[src/rtl/sar_scan_sequencer.sv]
// SAR scan sequencer: walks the enabled ADC channels, sampling each and then running
// N_BIT MSB-first bit trials with a latch strobe per bit. Optional macro SAR_CONT_SCAN_EN adds continuous rescans.
module sar_scan_sequencer #(
   parameter int N_ADC      = 8,
   parameter int N_BIT      = 10,
   parameter int SAMPLE_CYC = 4,
   parameter int SETTLE_CYC = 2
) (
   input  logic             clk,
   input  logic             reset,
`ifdef SAR_CONT_SCAN_EN
   input  logic             cont,
   output logic [7:0]       scan_cnt,
`endif
   input  logic             start,
   input  logic             abort,
   input  logic [N_ADC-1:0] ch_mask,
   output logic [N_ADC-1:0] adc_sel,
   output logic [N_BIT-1:0] bit_sel,
   output logic             sample,
   output logic             latch_en,
   output logic             busy,
   output logic             done
);

   localparam int CNT_MAX = (SAMPLE_CYC > SETTLE_CYC) ? SAMPLE_CYC : SETTLE_CYC;
   localparam int CNT_W   = (CNT_MAX > 1) ? $clog2(CNT_MAX) : 1;
   localparam logic [CNT_W-1:0] SAMPLE_LAST = CNT_W'(SAMPLE_CYC - 1);
   localparam logic [CNT_W-1:0] SETTLE_LAST = CNT_W'(SETTLE_CYC - 1);
   localparam logic [CNT_W-1:0] CNT_ONE     = CNT_W'(1);
   localparam logic [N_ADC-1:0] ADC_ONE     = N_ADC'(1);
   localparam logic [N_BIT-1:0] BIT_MSB     = {1'b1, {(N_BIT-1){1'b0}}};

   typedef enum logic [1:0] {
      S_IDLE   = 2'd0,
      S_SAMPLE = 2'd1,
      S_TRIAL  = 2'd2,
      S_LATCH  = 2'd3
   } state_t;

   state_t           state_q, state_d;
   logic [N_ADC-1:0] ch_sel_q, ch_sel_d;
   logic [N_BIT-1:0] bit_sel_q, bit_sel_d;
   logic [CNT_W-1:0] cnt_q, cnt_d;
   logic [N_ADC-1:0] mask_q, mask_d;
   logic             done_q, done_d;
`ifdef SAR_CONT_SCAN_EN
   logic [7:0]       scan_cnt_q, scan_cnt_d;
`endif

   logic [N_ADC-1:0] mask_first;
   logic [N_ADC-1:0] remaining;
   logic [N_ADC-1:0] next_ch;

   // x & -x isolates the lowest set bit; remaining drops the current channel and all below it
   assign mask_first = ch_mask & (~ch_mask + ADC_ONE);
   assign remaining  = mask_q & ~(ch_sel_q | (ch_sel_q - ADC_ONE));
   assign next_ch    = remaining & (~remaining + ADC_ONE);

   always_comb begin
      state_d   = state_q;
      ch_sel_d  = ch_sel_q;
      bit_sel_d = bit_sel_q;
      cnt_d     = cnt_q;
      mask_d    = mask_q;
      done_d    = 1'b0;
`ifdef SAR_CONT_SCAN_EN
      scan_cnt_d = scan_cnt_q;
`endif
      if (abort) begin
         state_d   = S_IDLE;
         ch_sel_d  = '0;
         bit_sel_d = '0;
         cnt_d     = '0;
         mask_d    = '0;
      end else begin
         case (state_q)
            S_IDLE: begin
               if (start && (ch_mask != '0)) begin
                  mask_d   = ch_mask;
                  ch_sel_d = mask_first;
                  cnt_d    = '0;
                  state_d  = S_SAMPLE;
               end
            end
            S_SAMPLE: begin
               if (cnt_q == SAMPLE_LAST) begin
                  cnt_d     = '0;
                  bit_sel_d = BIT_MSB;
                  state_d   = S_TRIAL;
               end else begin
                  cnt_d = cnt_q + CNT_ONE;
               end
            end
            S_TRIAL: begin
               if (cnt_q == SETTLE_LAST) begin
                  cnt_d   = '0;
                  state_d = S_LATCH;
               end else begin
                  cnt_d = cnt_q + CNT_ONE;
               end
            end
            S_LATCH: begin
               cnt_d = '0;
               if (!bit_sel_q[0]) begin
                  bit_sel_d = bit_sel_q >> 1;
                  state_d   = S_TRIAL;
               end else if (next_ch != '0) begin
                  ch_sel_d  = next_ch;
                  bit_sel_d = '0;
                  state_d   = S_SAMPLE;
               end else begin
                  // last bit of last channel: scan complete
                  done_d    = 1'b1;
                  bit_sel_d = '0;
`ifdef SAR_CONT_SCAN_EN
                  scan_cnt_d = scan_cnt_q + 8'd1;
                  if (cont && (ch_mask != '0)) begin
                     mask_d   = ch_mask;
                     ch_sel_d = mask_first;
                     state_d  = S_SAMPLE;
                  end else begin
                     mask_d   = '0;
                     ch_sel_d = '0;
                     state_d  = S_IDLE;
                  end
`else
                  mask_d   = '0;
                  ch_sel_d = '0;
                  state_d  = S_IDLE;
`endif
               end
            end
            default: begin
               state_d   = S_IDLE;
               ch_sel_d  = '0;
               bit_sel_d = '0;
               cnt_d     = '0;
               mask_d    = '0;
            end
         endcase
      end
   end

   always_ff @(posedge clk or posedge reset) begin
      if (reset) begin
         state_q   <= S_IDLE;
         ch_sel_q  <= '0;
         bit_sel_q <= '0;
         cnt_q     <= '0;
         mask_q    <= '0;
         done_q    <= 1'b0;
      end else begin
         state_q   <= state_d;
         ch_sel_q  <= ch_sel_d;
         bit_sel_q <= bit_sel_d;
         cnt_q     <= cnt_d;
         mask_q    <= mask_d;
         done_q    <= done_d;
      end
   end

`ifdef SAR_CONT_SCAN_EN
   always_ff @(posedge clk or posedge reset) begin
      if (reset) begin
         scan_cnt_q <= '0;
      end else begin
         scan_cnt_q <= scan_cnt_d;
      end
   end

   assign scan_cnt = scan_cnt_q;
`endif

   assign adc_sel  = ch_sel_q;
   assign bit_sel  = bit_sel_q;
   assign sample   = (state_q == S_SAMPLE);
   assign latch_en = (state_q == S_LATCH);
   assign busy     = (state_q != S_IDLE);
   assign done     = done_q;

endmodule

[config.mk]
export PLATFORM = sky130hd
export DESIGN_NAME = sar_scan_sequencer
export DESIGN_NICKNAME = d
export VERILOG_FILES = /design/src/rtl/sar_scan_sequencer.sv
export SDC_FILE = /design/constraint.sdc
export NUM_CORES = 1
export LEC_CHECK = 0
export BUFFER_PORTS_ARGS = -buffer_cell sky130_fd_sc_hd__clkbuf_2
export CORE_ASPECT_RATIO = 1.4
export CORE_MARGIN = 5
export CORE_UTILIZATION = 24
export CTS_BUF_LIST = sky130_fd_sc_hd__clkbuf_16
export DETAILED_ROUTE_END_ITERATION = 6
export GPL_ROUTABILITY_DRIVEN = 0
export SLEW_MARGIN = 20
export SYNTH_ARGS = -nofsm -noshare
export SYNTH_HDL_FRONTEND = slang
export SYNTH_SLANG_ARGS = --single-unit
export TNS_END_PERCENT = 20
[constraint.sdc]
create_clock -name clk -period 6.3 [get_ports clk]
set_input_delay 0.315 -clock clk [delete_from_list [all_inputs] [get_ports clk]]
set_output_delay 0.315 -clock clk [all_outputs]
set_load 0.02 [all_outputs]
==> results of run 1 <==
state kept, by name, summed over array words and instances, names as in the netlist:
name	count
done	1
adc_sel	8
state_q	2
cnt_q	2
mask_q	7
bit_sel	10
synthesized netlist by cell type (2+ instances only):
master,instances
a21oi_1,5
a22o_1,16
a31oi_1,4
clkbuf_1,3
dfrtp_1,30
ha_1,7
inv_1,13
mux2_1,3
nand2_1,5
nand2b_1,4
nand3_1,4
nand3b_1,4
nor2_1,16
nor2b_1,3
nor3_1,4
nor3b_1,4
o21ai_0,2
o21ai_1,2
or4_1,3
cell usage in the layout, fill, tap and decap left out, types with 2 or more instances in the layout:
cell type / count
a31oi_1: 4
nor2_1: 16
clkbuf_2: 33
a22o_1: 16
nand3b_1: 4
nand2b_1: 4
clkbuf_16: 5
o21ai_1: 2
nor2b_1: 3
nand2_1: 5
or4_1: 3
clkinv_1: 3
nor3_1: 4
ha_1: 7
nor3b_1: 4
mux2_1: 3
o21ai_0: 2
inv_1: 13
a21oi_1: 5
nand3_1: 4
dfrtp_1: 30
metrics by stage:
stage                     instances  utilization (%)  setup WS [ps]  power, mW
final                           290             31.1           4010      0.731
after global routing            290             31.1           3840      0.778
after global placement          282             28.9           3920      0.512
after detailed placement        282             28.9           3870      0.513
after CTS                       290             30.9           3850      0.737
after floorplan                 159                -           4140      0.440
cell type report:
cell class / count / area, um2
Fill cell: 674 / 4560
Timing Repair Buffer: 34 / 173
Clock buffer: 5 / 125
Inverter: 13 / 48.8
Multi-Input combinational cell: 113 / 831
Clock inverter: 3 / 11.3
Sequential cell: 30 / 751
Tap cell: 92 / 115
cell families after synthesis:
group	share of synthesized area [%]
multiplexers	2.68
adder cells (fa/ha/maj)	5.36
AND/OR/NAND/NOR	18.6
AO/OA/AOI/OAI	23.7
flip-flops	46.0
buffers and inverters	3.68
worst register-to-register path, stage by stage, from the launching register on:
cell and delay [ps]:
dfrtp_1 450, or4_4 570, o31a_1 300, a2111oi_4 440, o21ai_2 180, a22o_1 240
where the power goes:
| group | switching (mW) | total [mW] | internal [mW] |
|---|---|---|---|
| combinational | 0.155 | 0.255 | 0.100 |
| clock | 0.0777 | 0.219 | 0.142 |
| sequential | 0.0346 | 0.256 | 0.222 |
| total | 0.267 | 0.731 | 0.464 |
worst max-delay path by stage:
| stage | slack, ps | startpoint | depth (start not counted) | end |
|---|---|---|---|---|
| floorplan | 4140 | adc_sel[2] | 5 | mask_q[1] |
| global placement | 3920 | state_q[0] | 5 | mask_q[7] |
| detailed placement | 3870 | state_q[0] | 5 | mask_q[3] |
| global route | 3840 | state_q[1] | 6 | bit_sel[2] |
| finish | 4010 | adc_sel[2] | 5 | mask_q[4] |
| CTS | 3850 | state_q[0] | 5 | mask_q[4] |
metal layers:
metal / track usage (%) / wire length [um] / vias to the layer above
li1: - / - / 672
met1: 11.1 / 1690 / 677
met2: 17.8 / 2130 / 50
met3: 2.93 / 250 / 15
met4: 5.65 / 148 / 0
met5: 0 / 0 / -
==> metrics, run 1 <==
layout cell share with drive strength beyond 1 21.7%; dpl hpwl 3210 um; Final Hold Fails 0; Sink Count 30; Cell variety after synth 46; RSZ-0062 raised after global routing false; worst-margin pin slew 1000 ps; P per Cell Area 356 nW/um2; # hold bufs at CTS 0; largest net degree at the start of global routing 31; final WL 4220 um; critical path startpoint category flop; number of global-route vias before repair 1,414; Hold WS 88.7 ps; nets 216; Avg Cell Area, Syn 10.3 um2; I/O pin cnt 34; DRC viols 0; Iter 0 DRT Violations 81; vias post-DR 1,414; initial core utilization 24.7%; synthesized flop and latch total 30; CP peak stage delay 570 ps; Hold WC Path Type input port to asynchronous set/reset pin; maximum fanout along the worst path 8; max-cap viol count 0; gate count of the mapped netlist 159; Final setup viols 0; status complete, no violations; Die Ht 108 um; CP endpoint kind flop; Tcrit/Tclk final 36.3%; Peak VDD IR 0.000130 V; grt total ovfl 0; Most used DFF post-synth dfrtp_1; clk slew on worst S/H paths 50 ps; worst r2r path cells 5; diodes inserted 0; CTS Buffer Depth 2; Die Wd 79.7 um; worst-case clock skew 5.18 ps; reg2reg end mask_q[4]; CTS resizes 0; vias per cell 4.88; post-detailed-route count of antenna-violating nets 0; Slew Viols, Final 0; worst path bufs/invs 0; site row count 35; Relative slew margins 33.2%; CTS root buf clkbuf_16; area share of the largest cell type after synthesis 46.0%; port bufs 33; setup TNS 0 ps; Synth async-reset ratio 100%; most area-hungry cell type in the Yosys netlist dfrtp_1; first-pass GRT wire length 6780 um; cts bufs inserted 5; Area Growth Syn to Fin 25.8%; critical path class flop to flop; Tot GR Track Use 10.3%; CP delay by family, top compound AO/OA/AOI/OAI gates; Tmin final 2290 ps; TritonCTS clock tree built; drt first pass iters 4; Leakage 0.944 nW; Post-DP Area 1910 um2; total core area 6610 um2; Req. time, crit path 6460 ps; FF-to-FF Start adc_sel[2]; Synth Warn # 0; Setup Buffers After CTS 0; DIE AREA 8580 um2; Clock Latency Late Sink 270 ps; initial antenna violation count 0; mapped cell area 1630 um2; Synth area leaders dfrtp_1 46%, a22o_1 8.6%, ha_1 5.4%, nor2_1 3.7%, inv_1 3.0%; CP Cell Sequence or4_4, o31a_1, a2111oi_4, o21ai_2, a22o_1; EDFF count, synth 0; Max Clk Rate 437 MHz; Seq/Total Area, Yosys 46.0%; reg2reg setup slack 4010 ps; Data arrival, critical path 2450 ps; DR WL/cell 14.5 um; slowest CP cell or4_4; H-tree depth 2; Syn Nets 178; cell area after layout 2050 um2
No activity file was read; power rests on OpenSTA's default activity.
==> run 2: changes to the inputs <==
clock period = 2.4 ns   (was 6.3 ns; I/O delays follow)
==> metrics, run 2 (synthesis gave the netlist of run 1 again) <==
nets 220; TritonCTS clock tree built; maximum fanout along the worst path 8; setup TNS 0 ps; # placed instances 285; clk slew on worst S/H paths 50 ps; most common cell after layout, fill and taps aside clkbuf_2; post-route insts no fill 294; setup ws final 213 ps; Area Growth Syn to Fin 27.4%; H-tree depth 2; CP endpoint kind flop; site row count 35; max FFs per register 10; commonest cells after routing, fill and taps aside 33 x clkbuf_2, 30 x dfrtp_1, 16 x nor2_1, 16 x a22o_1, 14 x inv_1; grt total ovfl 0; initial antenna violation count 0; dpl hpwl 3250 um; Hold WC Path Type input port to flop; reg2reg setup slack 210 ps; total core area 6610 um2; Tmin final 2190 ps; worst-case clock skew 5.33 ps; critical path class flop to flop; RSZ-0062 raised after global routing false; Die Wd 79.7 um; first-pass GRT wire length 7090 um; DR WL/cell 14.5 um; number of global-route vias before repair 1,427; diodes inserted 0; Final Hold Fails 0; layout cell share with drive strength beyond 1 23.3%; critical path startpoint category flop; DRC viols 0; Leakage 0.969 nW; Final setup viols 0; Multi-input gate area 822 um2; final WL 4270 um; cts bufs inserted 5; drt first pass iters 4; vias post-DR 1,391; CTS resizes 0; vias per cell 4.73; Sink Count 30; Req. time, crit path 2560 ps; fillers 703; initial core utilization 24.7%; Peak VDD IR 0.000408 V; Slew Viols, Final 0; largest net degree at the start of global routing 31; Hold WS 124 ps; status complete, no violations; Clock Latency Late Sink 270 ps; Data arrival, critical path 2350 ps; CTS Buffer Depth 2; sequential cell area 751 um2; Die Ht 108 um; Relative slew margins 48.4%; pre-CTS setup slack 211 ps; worst-margin pin slew 768 ps; post-detailed-route count of antenna-violating nets 0; Iter 0 DRT Violations 76; DIE AREA 8580 um2; CTS root buf clkbuf_16; port bufs 33; Max Clk Rate 457 MHz; max-cap viol count 0; I/O pin cnt 34; Tot GR Track Use 10.8%; P per Cell Area 927 nW/um2; Tcrit/Tclk final 91.1%
[run 2: cell types whose count changed in the layout (fill, tap and decap cells not counted), sizes merged]
cell         previous run  this run
dlygate4sd3             0         1
clkinv                  3         2
buf                     1         4
inv                    13        14
[run 2: area by class of cell]
type                            instances  share of cell area (%)
Clock buffer                            5                    6.02
Timing Repair Buffer                   38                    9.87
Sequential cell                        30                    36.1
Clock inverter                          3                   0.602
Multi-Input combinational cell        113                    39.5
Tap cell                               92                    5.54
Inverter                               13                    2.35
[run 2: worst paths after layout]
check,startpoint,depth (start not counted),to
worst min register to register,mask_q[5],1,mask_q[5]
worst max register to register,adc_sel[2],5,mask_q[3]
max in group asynchronous,reset,4,bit_sel[7]
worst min-delay path,ch_mask[7],2,mask_q[7]
worst max-delay path,adc_sel[2],5,mask_q[3]
min in group asynchronous,reset,4,adc_sel[3]
[run 2: critical path, cell delays in order (launching register included)]
cell and delay, ps:
dfrtp_1 440, or4_4 560, o31a_1 300, a2111oi_4 390, o21ai_2 180, a22o_1 210
[run 2: power by group]
group	leakage, nW	internal [mW]	switching [mW]
clock network	0.0724	0.374	0.213
logic	0.490	0.268	0.402
registers	0.406	0.582	0.0887
total	0.969	1.22	0.704
[run 2: routing by layer]
metal / up-vias / GRT usage [%] / routed length, um
met1: 665 / 12.5 / 1750
li1: 684 / - / -
met5: - / 0 / 0
met2: 36 / 19.0 / 2300
met4: 0 / 3.07 / 40
met3: 6 / 3.02 / 176
[run 2: through the flow]
| step | total power [mW] | instance area, um2 | util (%) |
|---|---|---|---|
| 2_1_floorplan | 1.16 | 1630 | - |
| 3_3_place_gp | 1.35 | 1930 | 29.2 |
| 3_5_place_dp | 1.35 | 1930 | 29.2 |
| 4_1_cts | 1.95 | 2080 | 31.4 |
| 5_1_grt | 2.06 | 2080 | 31.4 |
| 6_report | 1.93 | 2080 | 31.4 |
[run 2: timing repair]
action	4_1_cts	5_1_grt
hold endpoints to repair	30	0
hold buffers	1	0
setup buffers	0	0
